### src/rtl/mem_responder_if.sv
// ============================================================================
// mem_responder_if : CPU memory bus and program-loader handshake
// Rev 1.0
// ============================================================================
`default_nettype none

interface mem_responder_if #(
  parameter int WIDTH = 8
);
  logic             memread;
  logic             memwrite;
  logic [WIDTH-1:0] adr;
  logic [WIDTH-1:0] writedata;
  logic [WIDTH-1:0] memdata;
  logic             load_valid;
  logic [WIDTH-1:0] load_data;
  logic             load_done;
  logic             load_ready;

  modport master (
    output memread, memwrite, adr, writedata,
    output load_valid, load_data, load_done,
    input  memdata, load_ready
  );

  modport slave (
    input  memread, memwrite, adr, writedata,
    input  load_valid, load_data, load_done,
    output memdata, load_ready
  );
endinterface

`default_nettype wire

### src/rtl/mem_responder.sv
// ============================================================================
// mem_responder : byte memory with loader front-end and one memory-mapped I/O
// Rev 1.0
// ============================================================================
`default_nettype none

module mem_responder #(
  parameter int               WIDTH   = 8,
  parameter logic [WIDTH-1:0] IO_ADDR = 8'hFF,
  parameter int               DEPTH   = 256
) (
  input  wire logic             clk,
  input  wire logic             rst,
  mem_responder_if.slave        bus,
  input  wire logic [WIDTH-1:0] io_in,
  output logic      [WIDTH-1:0] io_out,
  output logic                  cpu_rst
);

  localparam int               c_aw    = (DEPTH > 1) ? $clog2(DEPTH) : 1;
  localparam logic [WIDTH:0]   c_depth = (WIDTH + 1)'(DEPTH);
  localparam logic [WIDTH-1:0] c_last  = WIDTH'(DEPTH - 1);

  typedef enum logic [0:0] {
    ST_LOAD = 1'b0,
    ST_RUN  = 1'b1
  } state_t;

  state_t           r_state;
  logic [WIDTH-1:0] r_load_addr;
  logic [WIDTH-1:0] r_memdata;
  logic [WIDTH-1:0] r_io_out;
  logic [WIDTH-1:0] r_mem [DEPTH];

  logic             w_run;
  logic             w_cpu_io;
  logic             w_cpu_in_range;
  logic             w_mem_we;
  logic [c_aw-1:0]  w_mem_addr;
  logic [WIDTH-1:0] w_mem_wdata;
  logic [WIDTH-1:0] w_rd_data;

  assign w_run          = (r_state == ST_RUN);
  assign w_cpu_io       = (bus.adr == IO_ADDR);
  assign w_cpu_in_range = ({1'b0, bus.adr} < c_depth);

  // One shared write port: loader owns it in LOAD, CPU in RUN; the I/O address
  // never reaches storage from the CPU side.
  assign w_mem_we    = w_run ? (bus.memwrite && !w_cpu_io && w_cpu_in_range)
                             : bus.load_valid;
  assign w_mem_addr  = w_run ? bus.adr[c_aw-1:0] : r_load_addr[c_aw-1:0];
  assign w_mem_wdata = w_run ? bus.writedata : bus.load_data;
  assign w_rd_data   = w_cpu_in_range ? r_mem[bus.adr[c_aw-1:0]] : '0;

  // Storage has no reset so a program survives a CPU restart.
  always_ff @(posedge clk) begin
    if (w_mem_we) begin
      r_mem[w_mem_addr] <= w_mem_wdata;
    end
  end

  always_ff @(posedge clk or negedge rst) begin
    if (!rst) begin
      r_state     <= ST_LOAD;
      r_load_addr <= '0;
      r_memdata   <= '0;
      r_io_out    <= '0;
    end else begin
      case (r_state)
        ST_LOAD: begin
          // The last storage byte ends loading instead of letting the pointer wrap.
          if (bus.load_valid) begin
            if (r_load_addr == c_last) begin
              r_state <= ST_RUN;
            end else begin
              r_load_addr <= r_load_addr + 1'b1;
            end
          end
          if (bus.load_done) begin
            r_state <= ST_RUN;
          end
        end
        ST_RUN: begin
          if (bus.memread) begin
            r_memdata <= w_cpu_io ? io_in : w_rd_data;
          end
          if (bus.memwrite && w_cpu_io) begin
            r_io_out <= bus.writedata;
          end
        end
        default: r_state <= ST_LOAD;
      endcase
    end
  end

  assign cpu_rst        = !w_run;
  assign bus.load_ready = !w_run;
  assign bus.memdata    = r_memdata;
  assign io_out         = r_io_out;

endmodule

`default_nettype wire

### src/flat_wrapper.sv
// flat-port wrapper written by rule: the top's interface ports become plain ports
module mem_responder_flat 
#(
  parameter int               WIDTH   = 8,
  parameter logic [WIDTH-1:0] IO_ADDR = 8'hFF,
  parameter int               DEPTH   = 256
)
  (clk, rst, io_in, io_out, cpu_rst, bus_memread, bus_memwrite, bus_adr, bus_writedata, bus_load_valid, bus_load_data, bus_load_done, bus_memdata, bus_load_ready);
  mem_responder_if #(.WIDTH(WIDTH)) bus_i ();
  input  wire logic clk;
  input  wire logic rst;
  input  wire logic [WIDTH-1:0] io_in;
  output logic      [WIDTH-1:0] io_out;
  output logic cpu_rst;
  input wire logic [$bits(bus_i.memread)-1:0] bus_memread;
  input wire logic [$bits(bus_i.memwrite)-1:0] bus_memwrite;
  input wire logic [$bits(bus_i.adr)-1:0] bus_adr;
  input wire logic [$bits(bus_i.writedata)-1:0] bus_writedata;
  input wire logic [$bits(bus_i.load_valid)-1:0] bus_load_valid;
  input wire logic [$bits(bus_i.load_data)-1:0] bus_load_data;
  input wire logic [$bits(bus_i.load_done)-1:0] bus_load_done;
  output wire logic [$bits(bus_i.memdata)-1:0] bus_memdata;
  output wire logic [$bits(bus_i.load_ready)-1:0] bus_load_ready;
  assign bus_i.memread = bus_memread;
  assign bus_i.memwrite = bus_memwrite;
  assign bus_i.adr = bus_adr;
  assign bus_i.writedata = bus_writedata;
  assign bus_i.load_valid = bus_load_valid;
  assign bus_i.load_data = bus_load_data;
  assign bus_i.load_done = bus_load_done;
  assign bus_memdata = bus_i.memdata;
  assign bus_load_ready = bus_i.load_ready;
  mem_responder #(.WIDTH(WIDTH), .IO_ADDR(IO_ADDR), .DEPTH(DEPTH)) u_core (.clk(clk), .rst(rst), .bus(bus_i), .io_in(io_in), .io_out(io_out), .cpu_rst(cpu_rst));
endmodule
### config.mk
export PLATFORM = sky130hd
export DESIGN_NAME = mem_responder_flat
export DESIGN_NICKNAME = d
export VERILOG_FILES = /design/src/rtl/mem_responder_if.sv /design/src/rtl/mem_responder.sv /design/src/flat_wrapper.sv
export SDC_FILE = /design/constraint.sdc
export NUM_CORES = 2
export LEC_CHECK = 0
export ABC_CLOCK_PERIOD_IN_PS = 5570
export CORE_MARGIN = 1.5
export CORE_UTILIZATION = 45
export CTS_CLUSTER_DIAMETER = 150
export CTS_CLUSTER_SIZE = 20
export DETAILED_ROUTE_END_ITERATION = 8
export PLACE_DENSITY = 0.67
export SYNTH_ARGS = -nofsm -noshare
export SYNTH_HDL_FRONTEND = slang
export SYNTH_SLANG_ARGS = --single-unit
### constraint.sdc
create_clock -name clk -period 5.57 [get_ports clk]
set_input_delay 1.3925 -clock clk [delete_from_list [all_inputs] [get_ports clk]]
set_output_delay 1.3925 -clock clk [all_outputs]
set_load 0.05 [all_outputs]
* Word-level counts from Yosys, hierarchy flattened *
Memories as Yosys holds them, arrays and structs flattened.
Index checks and enable logic that the tools add are counted.

operators by class
  add/subtract/negate cells = 1
  equality and inequality tests = 2
  muxes and demuxes = 10
  bitwise logic cells = 2
  reduce and logical (&&, ||, !) cells = 7

operator list
  kind                                          number
  2-to-1 mux 8 bit                              3
  equality test 8 bit (second input constant)   2
  adder 8 x 1 -> 8 bit (second input constant)  1
  2-to-1 mux 1 bit                              7
  AND reduction 2 bit                           2
  AND reduction 3 bit                           1
  logical AND 1 bit                             2
  zero test 1 bit                               2
  inverter 1 bit                                2

word-level totals
  register bits after elaboration = 25
  memory bits (writable) = 2048
  input bits = 38
  output and inout port bits = 18
  word-level logic and storage cells = 27
  memories = 1

memory list
  name          words  width  rd ports  clocked after Yosys merged registers in  write ports  line                 RTL
  u_core.r_mem  256    8      1         0                                        1            mem_responder.sv:33  logic [WIDTH-1:0] r_mem [DEPTH];

* Longest topological paths before layout *
  depth in word-level cells = 6
  depth in mapped cells = 13
  depth with buffers taken out = 7

* Least setup slack after synthesis *
Ideal clock, no wire load.

  path type = in2reg
  start point = input bus_adr[0]
  end point = memory u_core.r_mem[103][0], enable pin
  setup time = 0.370 ns
  data arrival time = 3.568 ns
  required time = 5.200 ns
  path slack = 1.632 ns
  cell stages on the path = 12
  buffers on the path = 8
  path through = buf_6 > buf_12 > buf_12 > buf_8 > buf_6 > buf_8 > buf_6 > nand3_1 > o21ai_1 > nand3_1 > buf_2 > nor2_1

on the way
  word-level cells in the longest chain between the ends = 6
  elaborated cells between the ends (all ways) = 7
  those cells by class = eq/ne: 1; mux: 4; reduce/logical: 2

ends and longest elaborated chain
  element                                 line                 RTL
  from (decl)                             flat_wrapper.sv:17   input wire logic [$bits(bus_i.adr)-1:0] bus_adr;
  equality test 8 bit                     mem_responder.sv:44  assign w_cpu_io = (bus.adr == IO_ADDR);
  zero test 1 bit                         mem_responder.sv:49  assign w_mem_we = w_run ? (bus.memwrite && !w_cpu_io && w_cpu_in_range)
  logical AND 1 bit                       mem_responder.sv:49
  2-to-1 mux 1 bit                        mem_responder.sv:49
  2-to-1 mux 1 bit                        mem_responder.sv:57  if (w_mem_we) begin
  2-to-1 mux 1 bit (implied by the code)  mem_responder.sv:58  r_mem[w_mem_addr] <= w_mem_wdata;
  to (decl)                               mem_responder.sv:33

Parallel ways exist; a longest one is shown, timed or not.

* Final worst setup path *
  start point = register u_core.r_state
  end point = output bus_load_ready

on the way
  word-level cells in the longest chain between the ends = 1

ends and longest elaborated chain
  element                 line                 RTL
  from (decl)             mem_responder.sv:29  state_t r_state;
  from (signal assigned)  mem_responder.sv:64  r_state <= ST_LOAD;
  from (signal assigned)  mem_responder.sv:74  r_state <= ST_RUN;
  from (signal assigned)  mem_responder.sv:80  r_state <= ST_RUN;
  zero test 1 bit         mem_responder.sv:97  assign bus.load_ready = !w_run;
  to (decl)               flat_wrapper.sv:23   output wire logic [$bits(bus_i.load_ready)-1:0] bus_load_ready;

No other way between the ends.

==> impl_metrics.yaml <==
clocking:
  cts_tree: "yes"
  hold_buffers: 0
  cts_sinks: 2073
  clk_pin_slew_ns: 0.10
  clock_path_buffers: 3
  clkLatencyLatePin_ns: 0.79
  cts_root_buf: "clkbuf_16"
  htreeDepth: 3
  post_cts_resized: 0
  post_cts_buffers: 0
  cts_buffers: 113
worst_hold_path:
  whs_path_depth: 1
  hp-class: "reg -> reg"
  holdPathEnd: "u_core.io_out[7]"
  min_from: "u_core.io_out[7]"
worst_setup_path:
  crit_path_start_kind: "flip-flop"
  path_cells: "inv_1 > clkdlybuf4s50_1"
  cp_slowest_stage_delay_ns: 0.96
  path_max_fanout: 32
  cp_top_family: "buffers and inverters"
  cp.arrival_ns: 3.23
  path_class: "reg -> out"
  path_buf_inv: 2
  rrSetupSlack_ns: 1.41
  required_ns: 4.18
  worstRegToRegCells: 6
  timing.rr.end: "u_core.r_mem[37][1]"
  critPathSlowestCell: "dfrtp_2"
  cp-end-kind: "output pin"
  r2r_start: "u_core.r_state"
timing:
  rsz0062_at_grt: "no"
  timing.final.crit_share_pct: 83.1
  tightest_slew_ns: 1.44
  finalClockSkew_ns: 0.0648
  relSlewSlack_pct: 3.79
  drv_slew: 0
  finalHoldViolations: 0
  period_needed_ns: 4.63
  max_freq_mhz: 216
  worst_hold_slack_ns: 0.509
  setup_viol: 0
  setup_tns_ns: 0
grt:
  antenna_found_initial: 2
  grt_max_degree: 143
  grt_pass1_wl_microns: 291000
  grt-ovfl-total: 0
  track_usage_pct: 21.7
  grt_pass1_vias: 40300
drt:
  wire_per_inst_microns: 30.7
  routed_wl_microns: 201000
  via_per_inst: 6.25
  drcViolationCount: 0
  first_pass_iters: 6
  postRouteAntennaNets: 0
  drtIter0Drc: 4985
  vias: 41000
layout:
  final_util_pct: 49.6
  num-fill-cells: 14100
  seq_area_sq_um: 62100
  multi_input_area_sq_um: 17800
  drive_above_1_share_pct: 18.8
  final_cell_mix: "edfxtp_1 (2048), mux4_2 (367), nor2_1 (311)"
  layout_commonest_cell: "edfxtp_1"
  nets: 4197
  syn_to_final_growth_pct: 9.15
floorplan:
  core_sq_um: 179000
  die_h_microns: 428
  die_area_sq_um: 183000
  rows: 155
  fp.dieW_microns: 428
  ios: 56
  start_util_pct: 45.5
place:
  portBuffers: 55
  place_congestion: 0.901
  dp_hpwl_microns: 126000
logic_synthesis:
  synth-seq-cells: 2073
  ys_types: 59
  synth-edff-count: 2048
  syn-num-nets: 4018
  yosys_warnings: 0
  postSynthCellCount: 3979
  synth_area_sq_um: 81400
  synth.yosys.seq_area_share_pct: 76.3
  async_reset_ff_share_pct: 1.21
  avgSynthCellArea_sq_um: 20.5
  ys.flop_type: "edfxtp_1"
run:
  drv_cap: 0
pwr:
  powerDensity_nw_per_um2: 309
  ir_worst_vdd_uv: 282
  p_leak_nw: 27.7
status:
  status: "finished, final reports clean"
[final cells by class]
type                       instances  share of cell area, %
timing repair buffer             305                   3.23
clock buffer                     152                   3.40
sequential                      2073                   69.9
multi-input combinational       1659                   20.0
tap                             2355                   3.32
clock inverter                     5                 0.0944
inverter                           6                 0.0310
antenna                            3                0.00845
[registers in the layout (all words and copies together) (netlist names)]
name,cells
u_core.bus.memdata,8
u_core.io_out,8
u_core.r_load_addr,8
u_core.r_mem,2048
u_core.r_state,1
[synth_stat cells (6+ instances only)]
library cell     n  share of area [%]
edfxtp_1      2048                 76
mux4_2         367                 10
nor2_1         312                1.4
mux2i_1        299                3.7
o221ai_1       140                1.5
clkbuf_1       100               0.46
a21oi_1         98               0.60
o22ai_1         91               0.70
nand2_1         76               0.35
buf_6           38               0.53
buf_2           37               0.23
nor3_1          32               0.20
mux4_1          27               0.87
buf_4           26               0.24
nand3_1         26               0.16
dfrtp_1         25               0.77
a22o_1          21               0.23
mux2_2          18               0.25
buf_1           15              0.069
o21ai_0         15              0.092
a221oi_1        14               0.15
buf_12          14               0.34
a22oi_1         13               0.12
a211oi_1        12               0.11
buf_8           11               0.20
and3_1           9              0.069
o21ai_1          7              0.043
inv_1            6              0.028
nand2b_1         6              0.046
o221ai_2         6               0.11
o31ai_1          6              0.055
[per-stage QoR]
step / instances / area (sq um) / power, mW / worst slack [ns]
final: 6558 / 88800 / 27.5 / 0.943
after global routing: 6556 / 88800 / 28.2 / 0.826
after CTS: 6555 / 88800 / 27.6 / 0.923
after detailed placement: 6398 / 85700 / 19.3 / 0.497
after global placement: 6398 / 85700 / 19.3 / 0.507
after floorplan: 3979 / 81400 / 18.6 / 1.63
[layer usage]
metal | global-route usage (%) | share of wire (%) | vias up
met4 | 6.66 | 3.4 | 0
met5 | 0 | 0 | -
met1 | 30.9 | 40 | 21800
li1 | - | - | 16900
met2 | 34.3 | 47 | 2022
met3 | 3.95 | 8.7 | 311
[cell families after synthesis]
group / synth area share, %
fa+ha+maj: 0.0154
buf+inv: 2.10
compound gates: 4.02
xor+xnor: 0.0753
flops: 76.3
simple gates: 2.50
mux: 15.0
[how the worst max path moves through the flow]
stage	from	endpoint	slack, ns	cells past startpoint
2_1_floorplan	bus_adr[0]	u_core.r_mem[103][0]	1.63	12
3_5_place_dp	bus_adr[0]	u_core.bus.memdata[4]	0.50	10
3_3_place_gp	bus_adr[0]	u_core.bus.memdata[4]	0.51	10
6_report	u_core.r_state	bus_load_ready	0.94	2
4_1_cts	u_core.r_state	bus_load_ready	0.92	2
5_1_grt	u_core.r_state	bus_load_ready	0.83	2
[report_power, final]
group / total [mW] / switching, mW / leakage, nW / internal, mW
Combinational: 1.77 / 1.16 / 7.44 / 0.609
Sequential: 17.2 / 0.0346 / 18.7 / 17.1
Clock: 8.53 / 4.75 / 1.50 / 3.78
Total: 27.5 / 5.94 / 27.7 / 21.5
Power figures use the tool's default switching activity.
